[src/rtl/iob_axis_upsizer_pkg.sv]
// iob_axis_upsizer_pkg: width derivation, parameter legality checks and tkeep lane mask
package iob_axis_upsizer_pkg;
  localparam int KEEP_MAX_W = 128;
  function automatic int ratio_of(input int in_w, input int out_w);
    return out_w / in_w;
  endfunction
  function automatic int cnt_w_of(input int in_w, input int out_w);
    return $clog2(out_w / in_w);
  endfunction
  function automatic bit is_pow2(input int v);
    return v > 0 && (v & (v - 1)) == 0;
  endfunction
  function automatic bit params_ok(input int in_w, input int out_w);
    return is_pow2(in_w) && is_pow2(out_w) && out_w / in_w >= 2;
  endfunction
  function automatic logic [KEEP_MAX_W-1:0] lane_keep(input int k, input int in_w);
    logic [KEEP_MAX_W-1:0] ones;
    ones = '1;
    return ~(ones << ((k + 1) * in_w / 8));
  endfunction
endpackage

[src/rtl/iob_axis_upsizer_out_reg.sv]
// iob_axis_upsizer_out_reg: registered output word with load-over-consume priority (m_tkeep_o under IOB_AXIS_UPSIZER_TKEEP_EN)
module iob_axis_upsizer_out_reg #(
  parameter int OUT_W = 32
) (
  input  logic             clk_i,
  input  logic             rst_i,
  input  logic             load_i,
  input  logic [OUT_W-1:0] data_i,
  input  logic             last_i,
`ifdef IOB_AXIS_UPSIZER_TKEEP_EN
  input  logic [OUT_W/8-1:0] keep_i,
  output logic [OUT_W/8-1:0] m_tkeep_o,
`endif
  input  logic             m_tready_i,
  output logic             out_free_o,
  output logic [OUT_W-1:0] m_tdata_o,
  output logic             m_tvalid_o,
  output logic             m_tlast_o
);
  logic             valid_q, valid_d, last_q, last_d;
  logic [OUT_W-1:0] data_q, data_d;
`ifdef IOB_AXIS_UPSIZER_TKEEP_EN
  logic [OUT_W/8-1:0] keep_q, keep_d;
  always_comb keep_d = load_i ? keep_i : keep_q;
  always_ff @(posedge clk_i) keep_q <= rst_i ? '0 : keep_d;
  assign m_tkeep_o = keep_q;
`endif
  always_comb begin
    out_free_o = !valid_q || m_tready_i;
    valid_d = load_i || (valid_q && !m_tready_i);
    data_d = load_i ? data_i : data_q;
    last_d = load_i ? last_i : last_q;
  end
  always_ff @(posedge clk_i) begin
    if (rst_i) begin
      valid_q <= 1'b0;
      data_q <= '0;
      last_q <= 1'b0;
    end else begin
      valid_q <= valid_d;
      data_q <= data_d;
      last_q <= last_d;
    end
  end
  assign m_tdata_o = data_q;
  assign m_tvalid_o = valid_q;
  assign m_tlast_o = last_q;
endmodule

[src/rtl/iob_axis_upsizer.sv]
// iob_axis_upsizer: little-endian IN_W->OUT_W AXIS packer with tlast flush; IOB_AXIS_UPSIZER_TKEEP_EN adds m_tkeep_o
module iob_axis_upsizer
  import iob_axis_upsizer_pkg::*;
#(
  parameter int IN_W  = 8,
  parameter int OUT_W = 32
) (
  input  logic             clk_i,
  input  logic             rst_i,
  input  logic [IN_W-1:0]  s_tdata_i,
  input  logic             s_tvalid_i,
  input  logic             s_tlast_i,
  output logic             s_tready_o,
  output logic [OUT_W-1:0] m_tdata_o,
  output logic             m_tvalid_o,
  output logic             m_tlast_o,
`ifdef IOB_AXIS_UPSIZER_TKEEP_EN
  output logic [OUT_W/8-1:0] m_tkeep_o,
`endif
  input  logic             m_tready_i
);
  localparam int RATIO = ratio_of(IN_W, OUT_W);
  localparam int CNT_W = cnt_w_of(IN_W, OUT_W);
  if (!params_ok(IN_W, OUT_W)) begin : g_bad_params
    $error("iob_axis_upsizer: IN_W/OUT_W must be powers of 2 with OUT_W/IN_W >= 2");
  end
  logic             out_free, accept, done;
  logic [CNT_W-1:0] cnt_q, cnt_d;
  logic [OUT_W-1:0] acc_q, acc_d, word;
  always_comb begin
    accept = s_tvalid_i && out_free;
    done = accept && (cnt_q == CNT_W'(RATIO - 1) || s_tlast_i);
    word = acc_q | (OUT_W'(s_tdata_i) << (cnt_q * IN_W));
    cnt_d = done ? '0 : accept ? cnt_q + 1'b1 : cnt_q;
    acc_d = done ? '0 : accept ? word : acc_q;
  end
  always_ff @(posedge clk_i) begin
    if (rst_i) begin
      cnt_q <= '0;
      acc_q <= '0;
    end else begin
      cnt_q <= cnt_d;
      acc_q <= acc_d;
    end
  end
`ifdef IOB_AXIS_UPSIZER_TKEEP_EN
  if (IN_W < 8) begin : g_bad_keep
    $error("iob_axis_upsizer: tkeep needs IN_W >= 8");
  end
  logic [OUT_W/8-1:0] keep;
  always_comb keep = (OUT_W/8)'(lane_keep(int'(cnt_q), IN_W));
`endif
  iob_axis_upsizer_out_reg #(.OUT_W(OUT_W)) u_out_reg (
    .clk_i      (clk_i),
    .rst_i      (rst_i),
    .load_i     (done),
    .data_i     (word),
    .last_i     (s_tlast_i),
`ifdef IOB_AXIS_UPSIZER_TKEEP_EN
    .keep_i     (keep),
    .m_tkeep_o  (m_tkeep_o),
`endif
    .m_tready_i (m_tready_i),
    .out_free_o (out_free),
    .m_tdata_o  (m_tdata_o),
    .m_tvalid_o (m_tvalid_o),
    .m_tlast_o  (m_tlast_o)
  );
  assign s_tready_o = out_free;
endmodule
[config.mk]
export PLATFORM = sky130hd
export DESIGN_NAME = iob_axis_upsizer
export DESIGN_NICKNAME = d
export VERILOG_FILES = /design/src/rtl/iob_axis_upsizer_pkg.sv /design/src/rtl/iob_axis_upsizer_out_reg.sv /design/src/rtl/iob_axis_upsizer.sv
export SDC_FILE = /design/constraint.sdc
export NUM_CORES = 1
export LEC_CHECK = 0
export ABC_AREA = 1
export CORE_UTILIZATION = 45
export DETAILED_ROUTE_END_ITERATION = 16
export PLACE_DENSITY = 0.69
export SYNTH_ARGS = -nofsm -noshare
export SYNTH_HDL_FRONTEND = slang
export SYNTH_SLANG_ARGS = --single-unit
[constraint.sdc]
create_clock -name clk_i -period 1.5 [get_ports clk_i]
set_input_delay 0.3 -clock clk_i [delete_from_list [all_inputs] [get_ports clk_i]]
set_output_delay 0.3 -clock clk_i [all_outputs]
set_load 0.02 [all_outputs]
==> summary.txt <==
Critical path
  • Startpoint types: flip-flop
  • Slowest Stage Delay on Critical Path: 380 ps
  • Worst setup path class: reg2out
  • Crit end category: output pin
  • Worst EP arrival: 1070 ps
  • CP bufs+invs: 1
  • CP max-delay cell: dfxtp_1
  • CP top delay family: flip-flops
  • Critical Path Fanout Max: 2
  • CP Cell Sequence: dlygate4sd2_1
  • R2r setup slk: 260 ps
  • Worst path required time: 1200 ps

Clock tree
  • Root Buffer: clkbuf_8
  • CTS tree: done
  • Hold_buf cts: 0
  • Num CTS Buffers: 9
  • CTS clock-pin slew for the worst setup and hold paths: 70 ps
  • Htree depth: 3
  • Clock Latency Late Sink: 350 ps
  • Max clock buf depth: 2
  • Clock sinks: 68
  • Setup Buffers After CTS: 0

Power and ir drop
  • IR drop worst, VDD: 0.0006277 V
  • Cell Pwr Density: 1085 nW/um^2
  • Psw: 1101 uW
  • Register share of total power: 48.0%
  • Net Sw Frac: 27.40%
  • Clock share of power: 36.8%
  • Comb pwr share: 15.2%
  • Pwr Total: 4016 uW
  • Leakage: 0.001971 uW
  • Internal power: 2916 uW

Logic synthesis
  • Post-Syn Nets: 479
  • #FFs+latches synth: 68
  • Post-Syn Instances: 465
  • Yosys cell types: 17
  • Top_reg_cell synth: dfxtp_1
  • Asr flop ratio synth: 0%
  • Post-synthesis sequential area ratio: 45.37%
  • Yosys Warn Count: 0
  • Count of flip-flops with a built-in enable after synthesis: 0
  • Mapped Avg Cell Area: 6.452 sq um
  • Cell area after synthesis: 3000 sq um

Floorplanning
  • IO Pins: 48
  • Die outline width: 83.66 microns
  • Die H: 83.66 microns
  • Die area: 6998 sq um
  • CORE AREA: 6386 sq um
  • Core Rows: 29
  • Starting Density: 46.98%

GRT
  • Met2 Track Usage GR: 31.12%
  • Initial antenna violation count: 0
  • Global Route Usage Sum: 19.40%
  • Met1 usage: 25.19%
  • Vias in the first global route: 2497
  • Global route overflow: 0
  • First-pass GRT wire length: 10970 microns
  • Pin count of the biggest net entering global routing: 36
  • Busiest grt layer: met2
  • Met3 Use GR: 4.748%

Placement
  • Placed cells: 579
  • Post-DP HPWL: 4240 microns
  • Placer Congestion: 0.7751
  • IO Port Bufs: 47
  • Cell Area, Placed: 3558 sq um

Flow run
  • Number of max-cap violations: 0

Routing
  • Total Wirelength: 6291 microns
  • Number of routed nets with antenna violations: 0
  • Via count: 2692
  • DRC Markers: 0
  • DR pass1 iterations: 4
  • Via density: 4.532
  • Initial DRC Count: 179
  • Avg WL per Cell: 10.59 microns

Worst hold path
  • Worst min path class: reg2reg

STA
  • Final Critical Period: 1375 ps
  • Final Slew Violations: 0
  • Final Cycle Share: 91.65%
  • Worst slew pin tran: 279.6 ps
  • RSZ-0062 raised after global routing: false
  • Worst hold slack: 466.6 ps
  • Slew margin rel.: 81.30%
  • Fin Clk Skew: 8.612 ps
  • Fmax: 727.4 MHz
  • Final Hold Fails: 0
  • # setup viols final: 0

Final layout
  • Diode count: 0
  • Share of post-route cells with drive strength above 1: 6.383%
  • Non-Filler Instances: 594
  • Fillers: 639
  • Synthesis-to-finish area growth: 23.35%
  • Post-route design area: 3701 sq um
  • Final #Nets: 527

Status
  • Status: completed
[power by group through the flow]
stage / clock (uW) / combinational, uW / sequential [uW]
floorplan: 0 / 329 / 2050
global placement: 0 / 644 / 1970
detailed placement: 0 / 652 / 1970
CTS: 1500 / 614 / 1930
global route: 1600 / 682 / 1940
finish: 1480 / 609 / 1930
[layout by cell type (no fill, tap or decap)]
cell,instances
a21oi_1,3
buf_12,4
buf_4,8
bufinv_16,1
clkbuf_2,1
clkbuf_8,10
clkdlybuf4s50_1,12
clkinv_1,1
clkinv_2,3
clkinvlp_4,1
dfxtp_1,68
dlygate4sd2_1,34
ha_1,1
inv_1,68
inv_2,1
inv_4,1
nand2_1,102
nand2_2,1
nand2_4,1
nand3_1,35
nand3_4,1
nor2_1,160
[worst paths after layout]
| path | start | end | cells past startpoint |
|---|---|---|---|
| hold / removal | u_out_reg.m_tlast_o | u_out_reg.m_tlast_o | 2 |
| hold reg to reg | u_out_reg.m_tlast_o | u_out_reg.m_tlast_o | 2 |
| setup / recovery | u_out_reg.m_tvalid_o | m_tvalid_o | 1 |
| setup reg to reg | cnt_q[0] | acc_q[24] | 7 |
[cells by family (layout without fill, tap and decap cells)]
kind of cell / Yosys count / after routing / share of synthesized area, %
AND/OR/NAND/NOR: 300 / 300 / 39.78
buffers and inverters: 93 / 145 / 13.93
AO/OA/AOI/OAI: 3 / 3 / 0.5003
flip-flops: 68 / 68 / 45.37
adder cells (fa/ha/maj): 1 / 1 / 0.4169
[timing repair]
item,4_1_cts,5_1_grt
endpoints found under the hold margin,0,0
gates resized for setup,36,1
endpoints found under the setup margin,35,1
[layer usage]
layer | wire [microns] | share of wire [%] | up-vias
li1 | - | - | 1446
met1 | 3098 | 49 | 1191
met2 | 2871 | 46 | 47
met3 | 253 | 4.0 | 8
met4 | 69 | 1.1 | 0
met5 | 0 | 0 | -
[state kept, by name (all words and copies together), names as in the netlist]
signal,cells
cnt_q,2
acc_q,32
u_out_reg.m_tlast_o,1
u_out_reg.m_tdata_o,32
u_out_reg.m_tvalid_o,1
[synth_stat cells, types with 3 or more instances]
cell      number  share of area, %
nor2_1       160                20
nand2_1      102                13
dfxtp_1       68                45
inv_1         68               8.5
nand3_1       35               5.8
buf_2          8               1.3
buf_4          7               1.8
buf_6          4               1.5
a21oi_1        3              0.50
clkbuf_1       3              0.38
[layout make-up]
class,count,area [sq um],share of cell area [%]
repair buffers,59,563.0,15.21
flip-flops and latches,68,1361,36.78
clock inverters,5,52.55,1.420
inverters,71,269.0,7.268
multi-input cells,304,1221,33.00
clock buffers,10,137.6,3.719
well taps,77,96.34,2.603
[stage by stage]
step	setup WS (ps)	TNS (ps)	utilization, %
finish	125.3	0	57.95
global route	94.74	0	57.95
CTS	23.84	0	58.03
detailed placement	-273.4	-7389	55.72
global placement	-252.4	-5999	55.72
floorplan	295.8	0	-
(Power assumes the default switching activity.)
